**config.mk**
```make
export PLATFORM = sky130hd
export DESIGN_NAME = muxn_stream_arb
export DESIGN_NICKNAME = d
export VERILOG_FILES = /design/src/rtl/muxn_pkg.sv /design/src/rtl/rr_arbiter.sv /design/src/rtl/muxn_stream_arb.sv
export SDC_FILE = /design/constraint.sdc
export NUM_CORES = 1
export LEC_CHECK = 0
export BUFFER_PORTS_ARGS = -buffer_cell sky130_fd_sc_hd__buf_2
export CELL_PAD_IN_SITES_DETAIL_PLACEMENT = 1
export CELL_PAD_IN_SITES_GLOBAL_PLACEMENT = 2
export CORE_ASPECT_RATIO = 1.25
export CORE_MARGIN = 2
export CORE_UTILIZATION = 23
export CTS_BUF_LIST = sky130_fd_sc_hd__clkbuf_8
export CTS_CLUSTER_SIZE = 20
export DETAILED_ROUTE_END_ITERATION = 8
export PLACE_DENSITY = 0.89
export SLEW_MARGIN = 20
export SYNTH_ARGS = -nofsm -noshare
export SYNTH_HDL_FRONTEND = slang
export SYNTH_SLANG_ARGS = --single-unit
```
**constraint.sdc**
```tcl
create_clock -name CLK -period 3.06 [get_ports CLK]
set_input_delay 0.765 -clock CLK [delete_from_list [all_inputs] [get_ports CLK]]
set_output_delay 0.765 -clock CLK [all_outputs]
set_load 0.01 [all_outputs]
```
**src/rtl/muxn_pkg.sv**
```systemverilog
// rtl/muxn_pkg.sv - shared types, mode constants and width helper for the stream mux
package muxn_pkg;

  typedef enum logic [0:0] {
    IDLE   = 1'b0,
    LOCKED = 1'b1
  } muxn_state_t;

  localparam int MUXN_MODE_SEL = 0;
  localparam int MUXN_MODE_RR  = 1;

  // Width of a channel index; a single channel still gets a 1-bit index port.
  function automatic int sel_width(input int n);
    return (n <= 1) ? 1 : $clog2(n);
  endfunction

endpackage

```
**src/rtl/rr_arbiter.sv**
```systemverilog
// rtl/rr_arbiter.sv - combinational round-robin arbiter searching ptr+1 .. ptr+N
module rr_arbiter
  import muxn_pkg::*;
#(
  parameter int N = 4,
  localparam int SELW = sel_width(N)
) (
  input  logic [N-1:0]    req,
  input  logic [SELW-1:0] ptr,
  output logic [N-1:0]    gnt,
  output logic [SELW-1:0] gnt_idx,
  output logic            gnt_any
);

  int cand;

  // Walk the channels starting just after the last winner; first requester wins.
  always_comb begin
    gnt     = '0;
    gnt_idx = '0;
    gnt_any = 1'b0;
    cand    = 0;
    for (int i = 1; i <= N; i++) begin
      cand = (int'(ptr) + i) % N;
      if (!gnt_any && req[cand]) begin
        gnt_any       = 1'b1;
        gnt[cand]     = 1'b1;
        gnt_idx       = SELW'(cand);
      end
    end
  end

endmodule

```
**src/rtl/muxn_stream_arb.sv**
```systemverilog
// rtl/muxn_stream_arb.sv - N-channel registered stream mux with packet lock and select or round-robin grant
module muxn_stream_arb
  import muxn_pkg::*;
#(
  parameter int N    = 4,
  parameter int W    = 8,
  parameter int MODE = MUXN_MODE_SEL,
  localparam int SELW = sel_width(N)
) (
  input  logic            CLK,
  input  logic            RST,
  input  logic [N*W-1:0]  I,
  input  logic [N-1:0]    I_VALID,
  input  logic [N-1:0]    I_LAST,
  output logic [N-1:0]    I_READY,
  input  logic [SELW-1:0] S,
  output logic [W-1:0]    Z,
  output logic            Z_VALID,
  output logic            Z_LAST,
  output logic [SELW-1:0] Z_SEL,
  input  logic            Z_READY
);

  localparam logic [0:0] ST_IDLE   = IDLE;
  localparam logic [0:0] ST_LOCKED = LOCKED;

  logic [0:0]      state;
  logic [SELW-1:0] lock_ch;
  logic [SELW-1:0] rr_ptr;

  logic [N-1:0]    arb_gnt;
  logic [SELW-1:0] arb_idx;
  logic            arb_any;

  logic [N-1:0]    grant_vec;
  logic [SELW-1:0] grant_idx;
  logic            ld_en;
  logic            xfer;
  logic [W-1:0]    sel_data;
  logic            sel_last;

  rr_arbiter #(.N(N)) u_arb (
    .req     (I_VALID),
    .ptr     (rr_ptr),
    .gnt     (arb_gnt),
    .gnt_idx (arb_idx),
    .gnt_any (arb_any)
  );

  // The output register can take a new beat when empty or being drained this cycle.
  assign ld_en = !Z_VALID | Z_READY;

  // One-hot grant: locked channel wins outright, otherwise select port or arbiter.
  always_comb begin
    grant_vec = '0;
    grant_idx = '0;
    if (state == ST_LOCKED) begin
      grant_idx = lock_ch;
      for (int k = 0; k < N; k++) begin
        grant_vec[k] = (lock_ch == SELW'(k));
      end
    end else if (MODE == MUXN_MODE_RR) begin
      grant_idx = arb_idx;
      grant_vec = arb_any ? arb_gnt : '0;
    end else begin
      // An out-of-range select matches no channel, so nothing is granted.
      grant_idx = S;
      for (int k = 0; k < N; k++) begin
        grant_vec[k] = (S == SELW'(k));
      end
    end
  end

  assign I_READY = (ld_en && !RST) ? grant_vec : '0;
  assign xfer    = |(I_READY & I_VALID);

  // Steer the granted channel's data and end marker toward the output register.
  always_comb begin
    sel_data = '0;
    sel_last = 1'b0;
    for (int k = 0; k < N; k++) begin
      if (grant_vec[k]) begin
        sel_data = I[k*W +: W];
        sel_last = I_LAST[k];
      end
    end
  end

  // Packet lock: enter on a non-final beat, leave on the final one; advance round-robin per packet.
  always_ff @(posedge CLK) begin
    if (RST) begin
      state   <= ST_IDLE;
      lock_ch <= '0;
      rr_ptr  <= SELW'(N - 1);
    end else if (xfer) begin
      if (sel_last) begin
        state <= ST_IDLE;
        if (MODE == MUXN_MODE_RR) begin
          rr_ptr <= grant_idx;
        end
      end else begin
        state   <= ST_LOCKED;
        lock_ch <= grant_idx;
      end
    end
  end

  // Output register: load on transfer, empty when loadable with nothing to load, else hold.
  always_ff @(posedge CLK) begin
    if (RST) begin
      Z       <= '0;
      Z_VALID <= 1'b0;
      Z_LAST  <= 1'b0;
      Z_SEL   <= '0;
    end else if (ld_en) begin
      Z_VALID <= xfer;
      if (xfer) begin
        Z      <= sel_data;
        Z_LAST <= sel_last;
        Z_SEL  <= grant_idx;
      end
    end
  end

endmodule
```
==> results.toml <==
[logic_synthesis]
synth_cells = 121
ys_seq_elements = 15
ys_top_cells_by_area = "dfxtp_1 32%, nand2_1 18%, a311o_1 8.6%"
syn_avg_cell_area_um2 = 7.67
synth_top_area_share = 0.323
yosys.cell_types.count = 23
synth_top_area_cell = "dfxtp_1"
ys_seq_area_frac = 0.323
syn_area_um2 = 928
synth_nets = 166
ys_warn_count = 0

[place]
portBuffers = 60
pre_cts_ws_ns = 0.390
gp_congestion = 0.795
dpl.hpwl_mm = 2.70

[clocking]
clock_sinks = 15
numCtsBuffers = 3
clock_path_buffers = 2
postCtsResizedCells = 0
cts_hold_buffers = 0
clockRootBuffer = "clkbuf_8"
cts_tree = "yes"
cts_setup_buffers = 0
cts-htree-levels = 1
clkTransAtPathRegs_ns = 0.07
insertion_delay_ns = 0.25

[critical_path]
reg2reg_from = "state$_SDFFE_PP0P_"
cp_max_fo = 21
r2r_slack_ns = 0.66
end_kind = "primary output"
crit_type = "in -> out"
worst-r2r-cell-count = 5
critPathLaunch = "S[1]"
crit_end = "I_READY[1]"
cp.required_ns = 2.29
worstSetupStartpointType = "input pin"
reg2reg_to = "Z[5]$_SDFFE_PP0P_"
arrival_ns = 1.71

[routing]
drt_wl_total_mm = 3.45
num_vias = 1098
dr.first_iter.drc_count = 37
via_per_inst = 4.75
routedWlPerCell_um = 14.9
dr.pass1.iters = 4
drtAntennaViolNets = 0
drcViolationCount = 0

[finish]
diodes = 0
syn_to_final_growth_pct = 40.0
drive_gt1_frac = 0.412
layout_commonest_cell = "buf_2"
nets = 223
final_cell_mix = "60 x buf_2, 44 x nand2_1, 15 x dfxtp_1"

[timing]
timing.final.crit_share = 0.809
fin_skew_ns = 0.00346
report.final.slew_viol_count = 0
post-route-min-period_ns = 2.48
setup_viol = 0
rsz0062_at_grt = "false"
timing.hold.ws_ns = 0.462
max_freq_ghz = 0.404
fin_setup_tns_ns = 0
max_slew_margin = 0.678
timing.final.ws_setup_ns = 0.583
worst_pin_slew_ns = 0.483
finalHoldViolations = 0

[floorplanning]
ios = 61
dieArea_um2 = 4560
die_h_um = 75.0
std_cell_rows = 25
coreArea_um2 = 3820
die_width_um = 60.8
initial_utilization = 0.243

[grt]
antenna_found_initial = 0
overflow = 0
grt_pass1_wl_mm = 5.54
grt_usage = 0.162
grt_pass1_vias = 1203
grt_max_degree = 24

[power]
leakage_nw = 0.664
powerDensity_nw_per_um2 = 450
finalPower_mw = 0.585
ir_drop_mv = 0.153

[run_status]
outcome = "finished clean"

[worst_hold_path]
worst_hold_path_type = "reg -> reg"

[job]
cap_violations = 0
==> worst max-delay path, cell delays in order <==
cell and delay (ns):
buf_2 0.11, mux2_2 0.43, nor3_1 0.24, buf_2 0.16
==> synthesized netlist by cell type <==
| cell type | instances |
|---|---|
| nand2_1 | 44 |
| dfxtp_1 | 15 |
| a21oi_1 | 9 |
| a311o_1 | 8 |
| and3_1 | 8 |
| mux2i_1 | 8 |
| buf_2 | 4 |
| nor2_1 | 4 |
| nor3_1 | 4 |
| buf_6 | 2 |
| clkbuf_1 | 2 |
| o221a_2 | 2 |
| a311oi_1 | 1 |
| a31oi_1 | 1 |
| buf_1 | 1 |
| buf_4 | 1 |
| inv_1 | 1 |
| mux2_2 | 1 |
| mux2_4 | 1 |
| mux4_2 | 1 |
| nand2b_1 | 1 |
| nand3_1 | 1 |
| nand3_2 | 1 |
==> registers in the layout, indices dropped and copies added (netlist names) <==
register	cells
Z	8
Z_LAST	1
Z_SEL	2
Z_VALID	1
lock_ch	2
state	1
==> logic make-up (layout without fill, tap and decap cells) <==
family,Yosys count,in the layout,synth area share
and+or+nand+nor,63,63,0.292
DFF,15,15,0.323
buffers and inverters,11,67,0.0701
muxes,11,11,0.139
AOI/OAI and AO/OA,21,21,0.175
==> how the worst min path moves through the flow <==
stage | end | start | depth (start not counted)
5_1_grt | Z[4]$_SDFFE_PP0P_ | Z[4]$_SDFFE_PP0P_ | 2
3_3_place_gp | Z[2]$_SDFFE_PP0P_ | Z[2]$_SDFFE_PP0P_ | 2
2_1_floorplan | Z[7]$_SDFFE_PP0P_ | Z[7]$_SDFFE_PP0P_ | 2
3_5_place_dp | Z[4]$_SDFFE_PP0P_ | Z[4]$_SDFFE_PP0P_ | 2
6_report | Z[4]$_SDFFE_PP0P_ | Z[4]$_SDFFE_PP0P_ | 2
4_1_cts | Z[4]$_SDFFE_PP0P_ | Z[4]$_SDFFE_PP0P_ | 2
==> power breakdown <==
group          total, mW  switching [mW]  internal, mW
Sequential         0.227          0.0134         0.214
Clock              0.166          0.0754        0.0903
Combinational      0.192           0.106        0.0866
Total              0.585           0.195         0.391
==> stage by stage <==
stage | std cells | instance area, um2 | util
5_1_grt | 231 | 1300 | 0.341
2_1_floorplan | 121 | 928 | -
3_3_place_gp | 227 | 1250 | 0.329
3_5_place_dp | 227 | 1250 | 0.329
6_report | 231 | 1300 | 0.341
4_1_cts | 231 | 1300 | 0.341
==> cell type report <==
type	instances	area (um2)
repair buffers	62	315
fillers	510	2520
multi-input cells	95	567
inverters	1	3.75
clock buffers	3	41.3
flip-flops and latches	15	300
well taps	54	67.6
clock inverters	1	5.00
==> metal layers <==
metal / track usage / part of all wire / wire length (um)
met4: 0.0483 / 0.016 / 56
met1: 0.197 / 0.43 / 1480
met2: 0.292 / 0.49 / 1670
met5: 0 / 0 / 0
met3: 0.0241 / 0.068 / 235
(Power assumes the default switching activity.)
